`src/rtl/pipe_pkg.sv`:
```
// Shared definitions for the pipeline-stage registers of the 5-stage RISC-V core.
// Contents:
//   - payload field widths (REG_ADDR_W, XLEN) and the default payload width PAYLOAD_W
//   - packed per-stage payload typedef (MEM/WB shown; other stages follow the same pattern)
//   - stage occupancy encoding: {out_valid, skid_valid}
package pipe_pkg;

  localparam int REG_ADDR_W = 5;
  localparam int XLEN       = 32;

  // {wR, wD, pc, rf_we}
  localparam int PAYLOAD_W  = REG_ADDR_W + XLEN + XLEN + 1;

  typedef struct packed {
    logic [REG_ADDR_W-1:0] wr;
    logic [XLEN-1:0]       wd;
    logic [XLEN-1:0]       pc;
    logic                  rf_we;
  } mem_wb_payload_t;

  // The encoding is exactly the pair of valid flops, so no separate state register exists.
  typedef enum logic [1:0] {
    ST_EMPTY = 2'b00,
    ST_FULL  = 2'b10,
    ST_SKID  = 2'b11
  } stage_state_e;

endpackage

```
`src/rtl/sat_counter.sv`:
```
// Saturating up-counter.
// Ports:
//   clk   - clock
//   rst   - asynchronous, active-high reset (clears count)
//   inc   - increment request for this cycle
//   count - current value; holds at all-ones instead of wrapping
module sat_counter #(
  parameter int W = 16
) (
  input  logic         clk,
  input  logic         rst,
  input  logic         inc,
  output logic [W-1:0] count
);

  // NOTE: sequential state is assigned with <= so every flop samples pre-edge values.
  always_ff @(posedge clk or posedge rst) begin
    if (rst) begin
      count <= '0;
    end else if (inc && (count != '1)) begin
      count <= count + W'(1);
    end
  end

endmodule

```
`src/rtl/pipe_stage_skid.sv`:
```
// Pipeline-stage register with valid/ready handshake, synchronous flush,
// optional 2-entry skid buffer and a saturating stall-cycle counter.
// Parameters:
//   DATA_W         - payload width
//   SKID_EN        - 0: single register, combinational in_ready
//                    1: main + skid register, in_ready straight from a flop
//   CLEAR_ON_FLUSH - 1: flush also zeroes the data registers
//   CNT_W          - stall counter width
// Ports:
//   clk, rst            - clock, asynchronous active-high reset
//   flush               - synchronous kill of held and incoming entries
//   in_valid/in_ready   - upstream handshake, in_data payload
//   out_valid/out_ready - downstream handshake, out_data payload (out_valid = trace have_inst)
//   stall_cnt           - saturating count of cycles with out_valid && !out_ready
module pipe_stage_skid
  import pipe_pkg::*;
#(
  parameter int DATA_W         = PAYLOAD_W,
  parameter int SKID_EN        = 1,
  parameter int CLEAR_ON_FLUSH = 0,
  parameter int CNT_W          = 16
) (
  input  logic              clk,
  input  logic              rst,
  input  logic              flush,
  input  logic              in_valid,
  output logic              in_ready,
  input  logic [DATA_W-1:0] in_data,
  output logic              out_valid,
  input  logic              out_ready,
  output logic [DATA_W-1:0] out_data,
  output logic [CNT_W-1:0]  stall_cnt
);

  logic              skid_valid;
  logic [DATA_W-1:0] skid_data;
  logic              xfer_in;
  logic              xfer_out;

  assign xfer_in  = in_valid && in_ready;
  assign xfer_out = out_valid && out_ready;

  generate
    if (SKID_EN != 0) begin : g_skid
      logic         in_ready_q;
      stage_state_e state;

      assign state    = stage_state_e'({out_valid, skid_valid});
      assign in_ready = in_ready_q;

      // NOTE: the data registers are reset as well as the valids, because
      // out_data must read zero after reset; no memory array is involved.
      always_ff @(posedge clk or posedge rst) begin
        if (rst) begin
          out_valid  <= 1'b0;
          skid_valid <= 1'b0;
          in_ready_q <= 1'b1;
          out_data   <= '0;
          skid_data  <= '0;
        end else if (flush) begin
          out_valid  <= 1'b0;
          skid_valid <= 1'b0;
          in_ready_q <= 1'b1;
          if (CLEAR_ON_FLUSH != 0) begin
            out_data  <= '0;
            skid_data <= '0;
          end
        end else begin
          case (state)
            ST_EMPTY: begin
              if (xfer_in) begin
                out_data  <= in_data;
                out_valid <= 1'b1;
              end
            end
            ST_FULL: begin
              if (xfer_in && xfer_out) begin
                out_data <= in_data;
              end else if (xfer_out) begin
                out_valid <= 1'b0;
              end else if (xfer_in) begin
                // Downstream stalled while upstream still believed we were ready:
                // park the entry so in_ready can drop a cycle late.
                skid_data  <= in_data;
                skid_valid <= 1'b1;
                in_ready_q <= 1'b0;
              end
            end
            ST_SKID: begin
              if (xfer_out) begin
                out_data   <= skid_data;
                skid_valid <= 1'b0;
                in_ready_q <= 1'b1;
              end
            end
            default: begin
              // (0,1) cannot be reached; the assertion below flags it.
            end
          endcase
        end
      end

      a_no_orphan_skid : assert property (@(posedge clk) disable iff (rst)
        !(skid_valid && !out_valid));

    end else begin : g_single
      assign in_ready   = out_ready || !out_valid;
      assign skid_valid = 1'b0;
      assign skid_data  = '0;

      always_ff @(posedge clk or posedge rst) begin
        if (rst) begin
          out_valid <= 1'b0;
          out_data  <= '0;
        end else if (flush) begin
          out_valid <= 1'b0;
          if (CLEAR_ON_FLUSH != 0) begin
            out_data <= '0;
          end
        end else if (xfer_in) begin
          out_data  <= in_data;
          out_valid <= 1'b1;
        end else if (xfer_out) begin
          out_valid <= 1'b0;
        end
      end
    end
  endgenerate

  sat_counter #(
    .W (CNT_W)
  ) u_stall_cnt (
    .clk   (clk),
    .rst   (rst),
    .inc   (out_valid && !out_ready && !flush),
    .count (stall_cnt)
  );

endmodule

```
`config.mk`:
```
export PLATFORM = sky130hd
export DESIGN_NAME = pipe_stage_skid
export DESIGN_NICKNAME = d
export VERILOG_FILES = /design/src/rtl/pipe_pkg.sv /design/src/rtl/sat_counter.sv /design/src/rtl/pipe_stage_skid.sv
export SDC_FILE = /design/constraint.sdc
export NUM_CORES = 1
export LEC_CHECK = 0
export ABC_AREA = 1
export ABC_CLOCK_PERIOD_IN_PS = 7600
export CAP_MARGIN = 20
export CORE_MARGIN = 3
export CORE_UTILIZATION = 35
export CTS_BUF_LIST = sky130_fd_sc_hd__clkbuf_4 sky130_fd_sc_hd__clkbuf_8
export CTS_CLUSTER_DIAMETER = 80
export DETAILED_ROUTE_END_ITERATION = 8
export GPL_TIMING_DRIVEN = 0
export SLEW_MARGIN = 5
export SYNTH_ARGS = -nofsm -noshare
export SYNTH_HDL_FRONTEND = slang
export SYNTH_SLANG_ARGS = --single-unit
export TNS_END_PERCENT = 50
```
`constraint.sdc`:
```
create_clock -name clk -period 7.6 [get_ports clk]
set_clock_uncertainty 0.1 [all_clocks]
set_input_delay 1.52 -clock clk [delete_from_list [all_inputs] [get_ports clk]]
set_output_delay 1.52 -clock clk [all_outputs]
set_load 0.05 [all_outputs]
```
==> impl_metrics.yaml <==
route:
  vias: 6110
  wl_per_cell_microns: 14.7
  first_pass_iters: 4
  drc_errors: 0
  ant_nets: 0
  via_per_inst: 4.65
  drt_wl_total_mm: 19.4
  drtIter0Drc: 256
grt:
  grt_pass1_wl_mm: 31.6
  grt_pass1_vias: 5999
  grt_max_degree: 84
  overflow: 0
  grt_use_total: 0.179
  antenna_found_initial: 1
hold_path:
  holdPathEnd: "in_ready$_DFFE_PP1P_"
  hp-start: "in_ready$_DFFE_PP1P_"
  hold_class: "register to register"
  min_path_cells: 2
clock_tree:
  cts.sinks: 159
  tritoncts: "done"
  ctsResizeCount: 0
  clk_path_buf_depth: 2
  clock_latency_ns: 0.45
  cts_setup_buffers: 0
  htree_levels: 4
  numCtsBuffers: 17
  cts-root-buf: "clkbuf_8"
  clkTransAtPathRegs_ns: 0.09
  cts_hold_buf: 0
timing:
  rsz0062_at_grt: "false"
  fin_crit_sh: 0.458
  slew_headroom: 0.600
  clock.fmax_mhz: 287
  fin_crit_ns: 3.48
  hold_viol_final: 0
  whs_ns: 0.384
  slew_violations: 0
  tightest_slew_ns: 0.600
  setup_viol: 0
  fin_tns_setup_ns: 0
power:
  ir_drop_uv: 236
  leakage_nw: 4.47
  totalPowerFinal_mw: 4.01
  powerDensity_nw_per_um2: 417
yosys:
  synth_area_sq_um: 7160
  synth_seq_area_share: 0.556
  synthesis.nets: 931
  syn_area_per_cell_sq_um: 8.38
  synth_warnings: 0
  synth_top_cell_by_area: "dfrtp_1"
  syn_inst: 855
  synth.top_cell.area_share: 0.552
  synthTopCellsByArea: "dfrtp_1, a21oi_1, nor2_1"
  ys_types: 27
  yosys_register_bits: 159
cells_and_area:
  area_delta_synth_final_pct: 34.3
  diodes: 0
  drive_above_1_share: 0.0943
  nNetsFinal: 1113
  final_area_sq_um: 9620
floorplanning:
  fp.dieH_microns: 149
  die_x_microns: 149
  start_util: 0.362
  ios: 163
  placementRows: 51
  coreArea_sq_um: 19800
  die-area_sq_um: 22200
critical_path:
  startpoint_type: "register"
  timing.rr.start: "in_ready$_DFFE_PP1P_"
  critPathLaunch: "in_ready$_DFFE_PP1P_"
  crit_buf_inv: 1
  cp-end-kind: "primary output"
  path_max_fanout: 3
  cp_top_family: "buffers and inverters"
  cp_data_arrival_time_ns: 1.86
  slowest_delay_ns: 0.86
  worst-r2r-setup-slack_ns: 5.49
  crit_type: "register to primary output"
  slowest_stage: "clkdlybuf4s50_1"
  cp_cell_sequence: "clkdlybuf4s50_1"
  required_ns: 5.98
  r2r_cells: 7
  r2r_end: "out_data[0]$_DFFE_PP0P_"
place:
  port_buffers: 162
  dp_hpwl_mm: 13.3
  dpl-instance-area_sq_um: 9150
  place_congestion: 0.840
status:
  status: "complete, no violations"
run:
  cap_violations: 0
[layout make-up]
type                       instances  area (sq um)
sequential                       159          3980
clock inverter                    14           218
buffer                            47           255
tap                              265           332
fill                            1938         10200
multi-input combinational        562          2600
clock buffer                      18           248
timing repair buffer             163          1650
inverter                          87           334
[cells in the mapped netlist]
| master | instances |
|---|---|
| buf_2 | 15 |
| buf_6 | 7 |
| buf_4 | 2 |
| buf_1 | 4 |
| ha_1 | 1 |
| nand2_2 | 2 |
| xnor2_1 | 4 |
| o21ai_1 | 12 |
| inv_2 | 4 |
| a31oi_1 | 1 |
| nor2_1 | 207 |
| dfstp_2 | 1 |
| nand2_1 | 108 |
| xor2_1 | 3 |
| o21ai_0 | 17 |
| nand4_1 | 5 |
| nor2_4 | 1 |
| dfrtp_1 | 158 |
| nor2_2 | 1 |
| o211ai_1 | 1 |
| inv_1 | 82 |
| a21oi_1 | 158 |
| a21oi_2 | 31 |
| nand3_1 | 9 |
| nand3_4 | 1 |
| clkbuf_1 | 19 |
| clkinv_1 | 1 |
[state kept, by name, summed over array words and instances, names as in the netlist]
name	cells
skid_valid	1
out_valid	1
skid_data	70
u_stall_cnt.count	16
in_ready	1
out_data	70
[how the worst max path moves through the flow]
stage	end	slack (ns)	depth (start not counted)
6_report	in_ready	4.12	1
5_1_grt	in_ready	4.06	1
4_1_cts	in_ready	4.09	1
3_5_place_dp	out_data[42]$_DFFE_PP0P_	4.07	9
3_3_place_gp	out_data[21]$_DFFE_PP0P_	-0.72	2
2_1_floorplan	out_data[0]$_DFFE_PP0P_	1.69	1
[power by group]
| group | switching (mW) | leakage, nW | internal (mW) |
|---|---|---|---|
| sequential | 0.195 | 1.77 | 1.23 |
| clock | 0.350 | 0.237 | 0.381 |
| combinational | 1.23 | 2.46 | 0.621 |
| total | 1.77 | 4.47 | 2.23 |
[cells in the final DEF (no fill, tap or decap), types with 2 or more instances in the layout]
master,instances
inv_2,4
a21oi_2,31
nand3_1,9
nand4_1,5
inv_8,5
clkbuf_8,18
clkdlybuf4s50_1,162
clkbuf_1,19
o21ai_1,12
clkinv_4,2
nand2_1,108
bufinv_16,4
a21oi_1,158
nand2_2,2
inv_1,81
buf_2,15
o21ai_0,17
nor2_1,207
xnor2_1,4
xor2_1,3
buf_6,7
buf_4,2
inv_6,4
dfrtp_1,158
buf_1,4
[per-stage QoR]
stage,worst slack [ns],std cells,utilization
6_report,4.12,1315,0.486
5_1_grt,4.06,1315,0.486
4_1_cts,4.09,1315,0.486
3_5_place_dp,4.07,1283,0.463
3_3_place_gp,-0.725,1282,0.461
2_1_floorplan,1.69,855,-
[per-layer routing]
metal	global-route usage	part of all wire	routed length (microns)	up-vias
li1	-	-	-	3074
met1	0.253	0.48	9230	2852
met2	0.276	0.45	8780	167
met3	0.0489	0.061	1180	15
met4	0.0416	0.0093	181	2
met5	0	0.00046	9	-
[logic make-up (layout without fill, tap and decap cells)]
kind of cell | Yosys count | in the layout | share of synthesized area
AO/OA/AOI/OAI | 220 | 220 | 0.170
XOR/XNOR | 7 | 7 | 0.00856
adder cells (fa/ha/maj) | 1 | 1 | 0.00175
buffers and inverters | 134 | 329 | 0.0812
flip-flops | 159 | 159 | 0.556
AND/OR/NAND/NOR | 334 | 334 | 0.182
(Power assumes the default switching activity.)
